===== src/rtl/rst_seq_pkg.sv =====
// Shared types and sizing helpers for the reset release sequencer.
// Optional event counter is enabled by defining RST_SEQ_EVENT_CNT_EN.
package rst_seq_pkg;

    typedef enum logic [1:0] {
        SYNC = 2'd0,
        HOLD = 2'd1,
        REL  = 2'd2,
        RUN  = 2'd3
    } rst_state_e;

    localparam int EVT_CNT_W = 8;

    // Width of a counter that must reach max(a, b) - 1; never narrower than one bit.
    function automatic int cnt_width(input int a, input int b);
        int m;
        m = (a > b) ? a : b;
        return (m <= 1) ? 1 : $clog2(m);
    endfunction

endpackage


===== src/rtl/rst_sync_chain.sv =====
// Async-assert, clocked-release synchroniser for the global reset.
// All stages are forced high by rst; zeros shift in once rst drops.
module rst_sync_chain #(
    parameter int STAGES = 3
) (
    input  logic clk,
    input  logic rst,
    output logic rst_s
);

    logic [STAGES-1:0] chain;

    always_ff @(posedge clk or posedge rst) begin
        if (rst) begin
            chain <= '1;
        end else begin
            chain <= {chain[STAGES-2:0], 1'b0};
        end
    end

    assign rst_s = chain[STAGES-1];

endmodule


===== src/rtl/rst_release_sequencer.sv =====
// Releases N_DOM domain resets in order after rst or a software request.
// Defining RST_SEQ_EVENT_CNT_EN adds the saturating sw_rst_cnt output.
module rst_release_sequencer
    import rst_seq_pkg::*;
#(
    parameter int N_DOM       = 4,
    parameter int SYNC_STAGES = 3,
    parameter int HOLD_CYCLES = 16,
    parameter int GAP_CYCLES  = 4
) (
    input  logic                 clk,
    input  logic                 rst,
    input  logic                 sw_req,
    output logic                 sw_ack,
    output logic                 busy,
`ifdef RST_SEQ_EVENT_CNT_EN
    output logic [EVT_CNT_W-1:0] sw_rst_cnt,
`endif
    output logic [N_DOM-1:0]     dom_rst
);

    localparam int CNT_W = cnt_width(HOLD_CYCLES, GAP_CYCLES);
    localparam int IDX_W = (N_DOM > 1) ? $clog2(N_DOM) : 1;

    localparam logic [CNT_W-1:0] HOLD_LAST = CNT_W'(HOLD_CYCLES - 1);
    localparam logic [CNT_W-1:0] GAP_LAST  = CNT_W'(GAP_CYCLES - 1);
    localparam logic [IDX_W-1:0] IDX_LAST  = IDX_W'(N_DOM - 1);

    logic             rst_s;
    rst_state_e       state;
    logic [CNT_W-1:0] cnt;
    logic [IDX_W-1:0] idx;
    logic             sw_pend;
    logic             armed;
    logic             sw_start;

    rst_sync_chain #(
        .STAGES (SYNC_STAGES)
    ) u_sync (
        .clk   (clk),
        .rst   (rst),
        .rst_s (rst_s)
    );

    assign sw_start = (state == RUN) && sw_req && armed;

    always_ff @(posedge clk or posedge rst) begin
        if (rst) begin
            state   <= SYNC;
            cnt     <= '0;
            idx     <= '0;
            dom_rst <= '1;
            busy    <= 1'b1;
            sw_ack  <= 1'b0;
            sw_pend <= 1'b0;
            armed   <= 1'b1;
        end else begin
            sw_ack <= 1'b0;
            busy   <= |dom_rst;
            // Re-arming needs sw_req seen low, so a held request cannot retrigger.
            if (!sw_req) begin
                armed <= 1'b1;
            end
            case (state)
                SYNC: begin
                    if (!rst_s) begin
                        state <= HOLD;
                        cnt   <= '0;
                    end
                end
                HOLD: begin
                    if (cnt == HOLD_LAST) begin
                        dom_rst[0] <= 1'b0;
                        idx        <= IDX_W'(1);
                        cnt        <= '0;
                        if (N_DOM == 1) begin
                            state   <= RUN;
                            sw_ack  <= sw_pend;
                            sw_pend <= 1'b0;
                        end else begin
                            state <= REL;
                        end
                    end else begin
                        cnt <= cnt + 1'b1;
                    end
                end
                REL: begin
                    if (cnt == GAP_LAST) begin
                        dom_rst[idx] <= 1'b0;
                        cnt          <= '0;
                        if (idx == IDX_LAST) begin
                            state   <= RUN;
                            sw_ack  <= sw_pend;
                            sw_pend <= 1'b0;
                        end else begin
                            idx <= idx + 1'b1;
                        end
                    end else begin
                        cnt <= cnt + 1'b1;
                    end
                end
                RUN: begin
                    if (sw_start) begin
                        dom_rst <= '1;
                        busy    <= 1'b1;
                        sw_pend <= 1'b1;
                        armed   <= 1'b0;
                        cnt     <= '0;
                        idx     <= '0;
                        state   <= HOLD;
                    end
                end
                default: begin
                    state <= SYNC;
                end
            endcase
        end
    end

`ifdef RST_SEQ_EVENT_CNT_EN
    always_ff @(posedge clk or posedge rst) begin
        if (rst) begin
            sw_rst_cnt <= '0;
        end else if (sw_start && (sw_rst_cnt != '1)) begin
            sw_rst_cnt <= sw_rst_cnt + 1'b1;
        end
    end
`endif

endmodule


===== config.mk =====
export PLATFORM = sky130hd
export DESIGN_NAME = rst_release_sequencer
export DESIGN_NICKNAME = d
export VERILOG_FILES = /design/src/rtl/rst_seq_pkg.sv /design/src/rtl/rst_sync_chain.sv /design/src/rtl/rst_release_sequencer.sv
export SDC_FILE = /design/constraint.sdc
export NUM_CORES = 1
export LEC_CHECK = 0
export ABC_AREA = 1
export CORE_MARGIN = 4
export CORE_UTILIZATION = 60
export DETAILED_ROUTE_END_ITERATION = 8
export HOLD_SLACK_MARGIN = 0.06
export PLACE_DENSITY = 0.91
export RECOVER_POWER = 50
export SYNTH_ARGS = -nofsm -noshare
export SYNTH_HDL_FRONTEND = slang
export SYNTH_SLANG_ARGS = --single-unit
export TNS_END_PERCENT = 10

===== constraint.sdc =====
create_clock -name clk -period 3.5 [get_ports clk]
set_clock_uncertainty 0.15 [all_clocks]
set_input_delay 0.7 -clock clk [delete_from_list [all_inputs] [get_ports clk]]
set_output_delay 0.7 -clock clk [all_outputs]
set_load 0.05 [all_outputs]

==> key figures <==
Clocking
  – Num CTS Buffers: 3
  – Clock Path Buffers: 2
  – CTS H-tree lvls: 1
  – Hold_buf cts: 0
  – Root Buffer: clkbuf_4
  – Clock latency on the worst-skew pair: 300 ps
  – CTS tree: built
  – Post_cts resized: 0
  – Clock-pin transition on the worst setup and hold timing paths: 110 ps
  – Setup Fix Bufs, Post-CTS: 0
  – Sink Count: 19

Worst setup path
  – Critical path data required time: 2650 ps
  – CP max stage delay: roughly 810 ps
  – Slowest CP cell: clkdlybuf4s50_1
  – CP startpoint: dom_rst[1]$_DFFE_PP1P_
  – Critical path class: flop to output pin
  – CP arrival: roughly 1700 ps
  – CP max FO: 3
  – Crit path depth: 1
  – CP bufs+invs: 1
  – Worst setup SP type: flop
  – RR Startpoint: state[0]$_DFFE_PP0P_
  – Reg2reg end: state[0]$_DFFE_PP0P_
  – Critical path endpoint: dom_rst[1]
  – Flop2flop setup slack: 1560 ps
  – R2R depth: 9
  – Top delay family on crit path: buffers and inverters
  – Crit-path cells: clkdlybuf4s50_1
  – CP Capture Type: output pin

Synthesis
  – Synthesized cell area: approximately 0.0011 sq mm
  – Most common flop cell mapped by yosys: dfrtp_1
  – #FFs+latches synth: 19
  – Post-Syn Nets: about 140
  – Syn Inst Count: roughly 130
  – Fraction of registers with async set/reset: 100.0%
  – Seq/Total Area, Yosys: 44.25%
  – Synth cell types: 24
  – Post-synth EDFFs: 0
  – Syn_area_per_cell: 8.592 sq um
  – Ys Warns: 0

Detailed routing
  – DRC Markers: 0
  – Antenna viol nets, final: 0
  – Total number of vias: 876
  – DRT Pass-1 Iters: 4
  – DRT iter0 DRCs: 27
  – Wire per inst: between 10 and 15 um
  – Avg Vias per Cell: between 5 and 6
  – Final WL: ~2.1 mm

Pwr
  – Seq pwr share: 33.9%
  – Leak: 0.0005867 uW
  – Clock share of power: 10.3%
  – Gate power share: a little under three fifths
  – PD cells: approximately 890 mW/mm^2
  – Psw: 534.4 uW
  – Net Sw Frac: ~49%
  – P_int: between 500 and 600 uW
  – VDD IR max: 0.5902 mV

Global route
  – Antenna violations before repair: 0
  – M1 GR Usage: about a fifth
  – Pin count of the biggest net entering global routing: 20
  – GRT met2 Usage: 35.22%
  – Vias in the first global route: 844
  – First-pass GRT wire length: 3.629 mm
  – Total track usage: a little under a fifth
  – GRT met3 Usage: under 10%
  – GR Overflow Total: 0
  – GR peak layer: met2

Die
  – Die ar.: 0.002582 sq mm
  – Core Rows: 15
  – # IOs: 9
  – Core box area: 0.001727 sq mm
  – Die height: ~51 um
  – Die X: roughly 51 um
  – Starting Density: a little under two thirds

STA
  – RSZ-0062 raised after global routing: false
  – Worst slew pin tran: 711.3 ps
  – Fin. Hold Viols: 0
  – Setup violations, final: 0
  – Final Max Tran Viols: 0
  – Accumulated negative setup slack: 0 ps
  – Final Cycle Share: approximately 72%
  – Fmax: roughly 400 MHz
  – Worst slew margin: between 50% and 60%
  – Final min period: 2528 ps

Finish
  – Fin area: around 0.0012 sq mm
  – Area Growth Syn to Fin: 11.49%
  – Share of layout cells above drive strength 1: approximately 20%
  – Final net count: between 150 and 200
  – Antenna Cells: 0

Status
  – Status: completed

Min path
  – Hold Crit Class: flop to flop
  – Min-delay src: u_sync.chain[1]$_DFF_PP1_

Place
  – Final Wtd Congestion: about 0.82
  – Port buffer count: 8
  – Cell Area, Placed: ~0.0012 sq mm
  – HPWL Detailed: 1.643 mm

Job
  – Max_cap viols: 0
[state kept, by name, indices dropped and copies added (netlist names)]
| register | flops |
|---|---|
| dom_rst | 4 |
| idx | 2 |
| state | 2 |
| sw_ack | 1 |
| cnt | 4 |
| u_sync.chain | 3 |
| busy | 1 |
| sw_pend | 1 |
| armed | 1 |
[metal layers]
metal | wire (um) | vias up
met5 | 0 | -
met4 | 74 | 0
met3 | 123 | 10
met2 | 1075 | 31
met1 | 856 | 406
li1 | - | 429
[synth_stat cells, types with 2 or more instances]
| cell | number | area share, % |
|---|---|---|
| nand2_2 | 5 | 2.8 |
| o21ai_1 | 2 | 0.91 |
| nor2_2 | 3 | 1.7 |
| nand2_1 | 34 | 12 |
| ha_1 | 11 | 13 |
| nor2_1 | 7 | 2.4 |
| nand3_1 | 7 | 3.2 |
| dfstp_2 | 9 | 22 |
| dfrtp_1 | 10 | 23 |
| inv_2 | 3 | 1.0 |
| a21oi_2 | 2 | 1.6 |
| o21ai_0 | 6 | 2.7 |
| inv_1 | 14 | 4.8 |
| nand4_1 | 5 | 2.8 |
[kinds of logic (layout without fill, tap and decap cells)]
logic type | count (synthesis) | in the layout | share of synthesized area, %
adders and majority gates | 11 | 11 | 12.51
other | 1 | 1 | 0.3410
buffers and inverters | 18 | 29 | 6.826
AOI/OAI and AO/OA | 13 | 13 | 7.850
and+or+nand+nor | 66 | 66 | 28.21
DFF | 19 | 19 | 44.26
[worst min path at each step]
stage	end	slack, ps	depth (start not counted)
global placement	u_sync.chain[2]$_DFF_PP1_	200	0
detailed placement	u_sync.chain[1]$_DFF_PP1_	210	0
global route	u_sync.chain[2]$_DFF_PP1_	230	0
CTS	u_sync.chain[2]$_DFF_PP1_	220	0
finish	u_sync.chain[2]$_DFF_PP1_	210	0
floorplan	u_sync.chain[1]$_DFF_PP1_	200	0
[layout by cell type, fill, tap and decap left out]
| cell | instances |
|---|---|
| inv_1 | 14 |
| conb_1 | 1 |
| nand3b_1 | 1 |
| inv_2 | 3 |
| nand2_4 | 1 |
| nand4_1 | 5 |
| nand3_1 | 7 |
| dfrtp_1 | 10 |
| ha_1 | 11 |
| nor2_2 | 3 |
| o21ai_1 | 2 |
| o211ai_1 | 1 |
| nand2_1 | 34 |
| nand3_2 | 1 |
| a21oi_1 | 1 |
| dlygate4sd3_1 | 2 |
| nand2_2 | 5 |
| clkdlybuf4s50_1 | 6 |
| dfstp_2 | 9 |
| nor3_1 | 1 |
| o21ai_0 | 6 |
| nor2_1 | 7 |
| clkbuf_4 | 3 |
| a21oi_2 | 2 |
| clkbuf_1 | 1 |
| a21oi_4 | 1 |
| nor4_1 | 1 |
[through the flow]
step,hold WS [ps],std cells,setup WS (ps),util (%),power (uW)
after floorplan,195.2,128,1970,-,825.6
after global placement,196.6,160,1320,69.49,932.3
after detailed placement,208.9,160,1310,69.49,973.9
after CTS,224.0,164,969.3,71.01,1087
after global routing,227.4,164,928.1,71.01,1175
final,213.0,164,972.3,71.01,1086
[power by group through the flow]
stage | clock, uW | sequential, uW | combinational, uW
finish | 112 | 368 | 606
global route | 127 | 379 | 669
CTS | 114 | 368 | 605
floorplan | 0 | 442 | 384
global placement | 0 | 362 | 570
detailed placement | 0 | 372 | 602
[area by class of cell]
cell class / count / area, sq um
inverter: 17 / 63.81
clock buffer: 4 / 26.28
timing repair buffer: 8 / 80.08
multi-input combinational: 91 / 538.0
sequential: 19 / 486.7
tap: 25 / 31.28
fill: 144 / 500.5
Power figures use the tool's default switching activity.
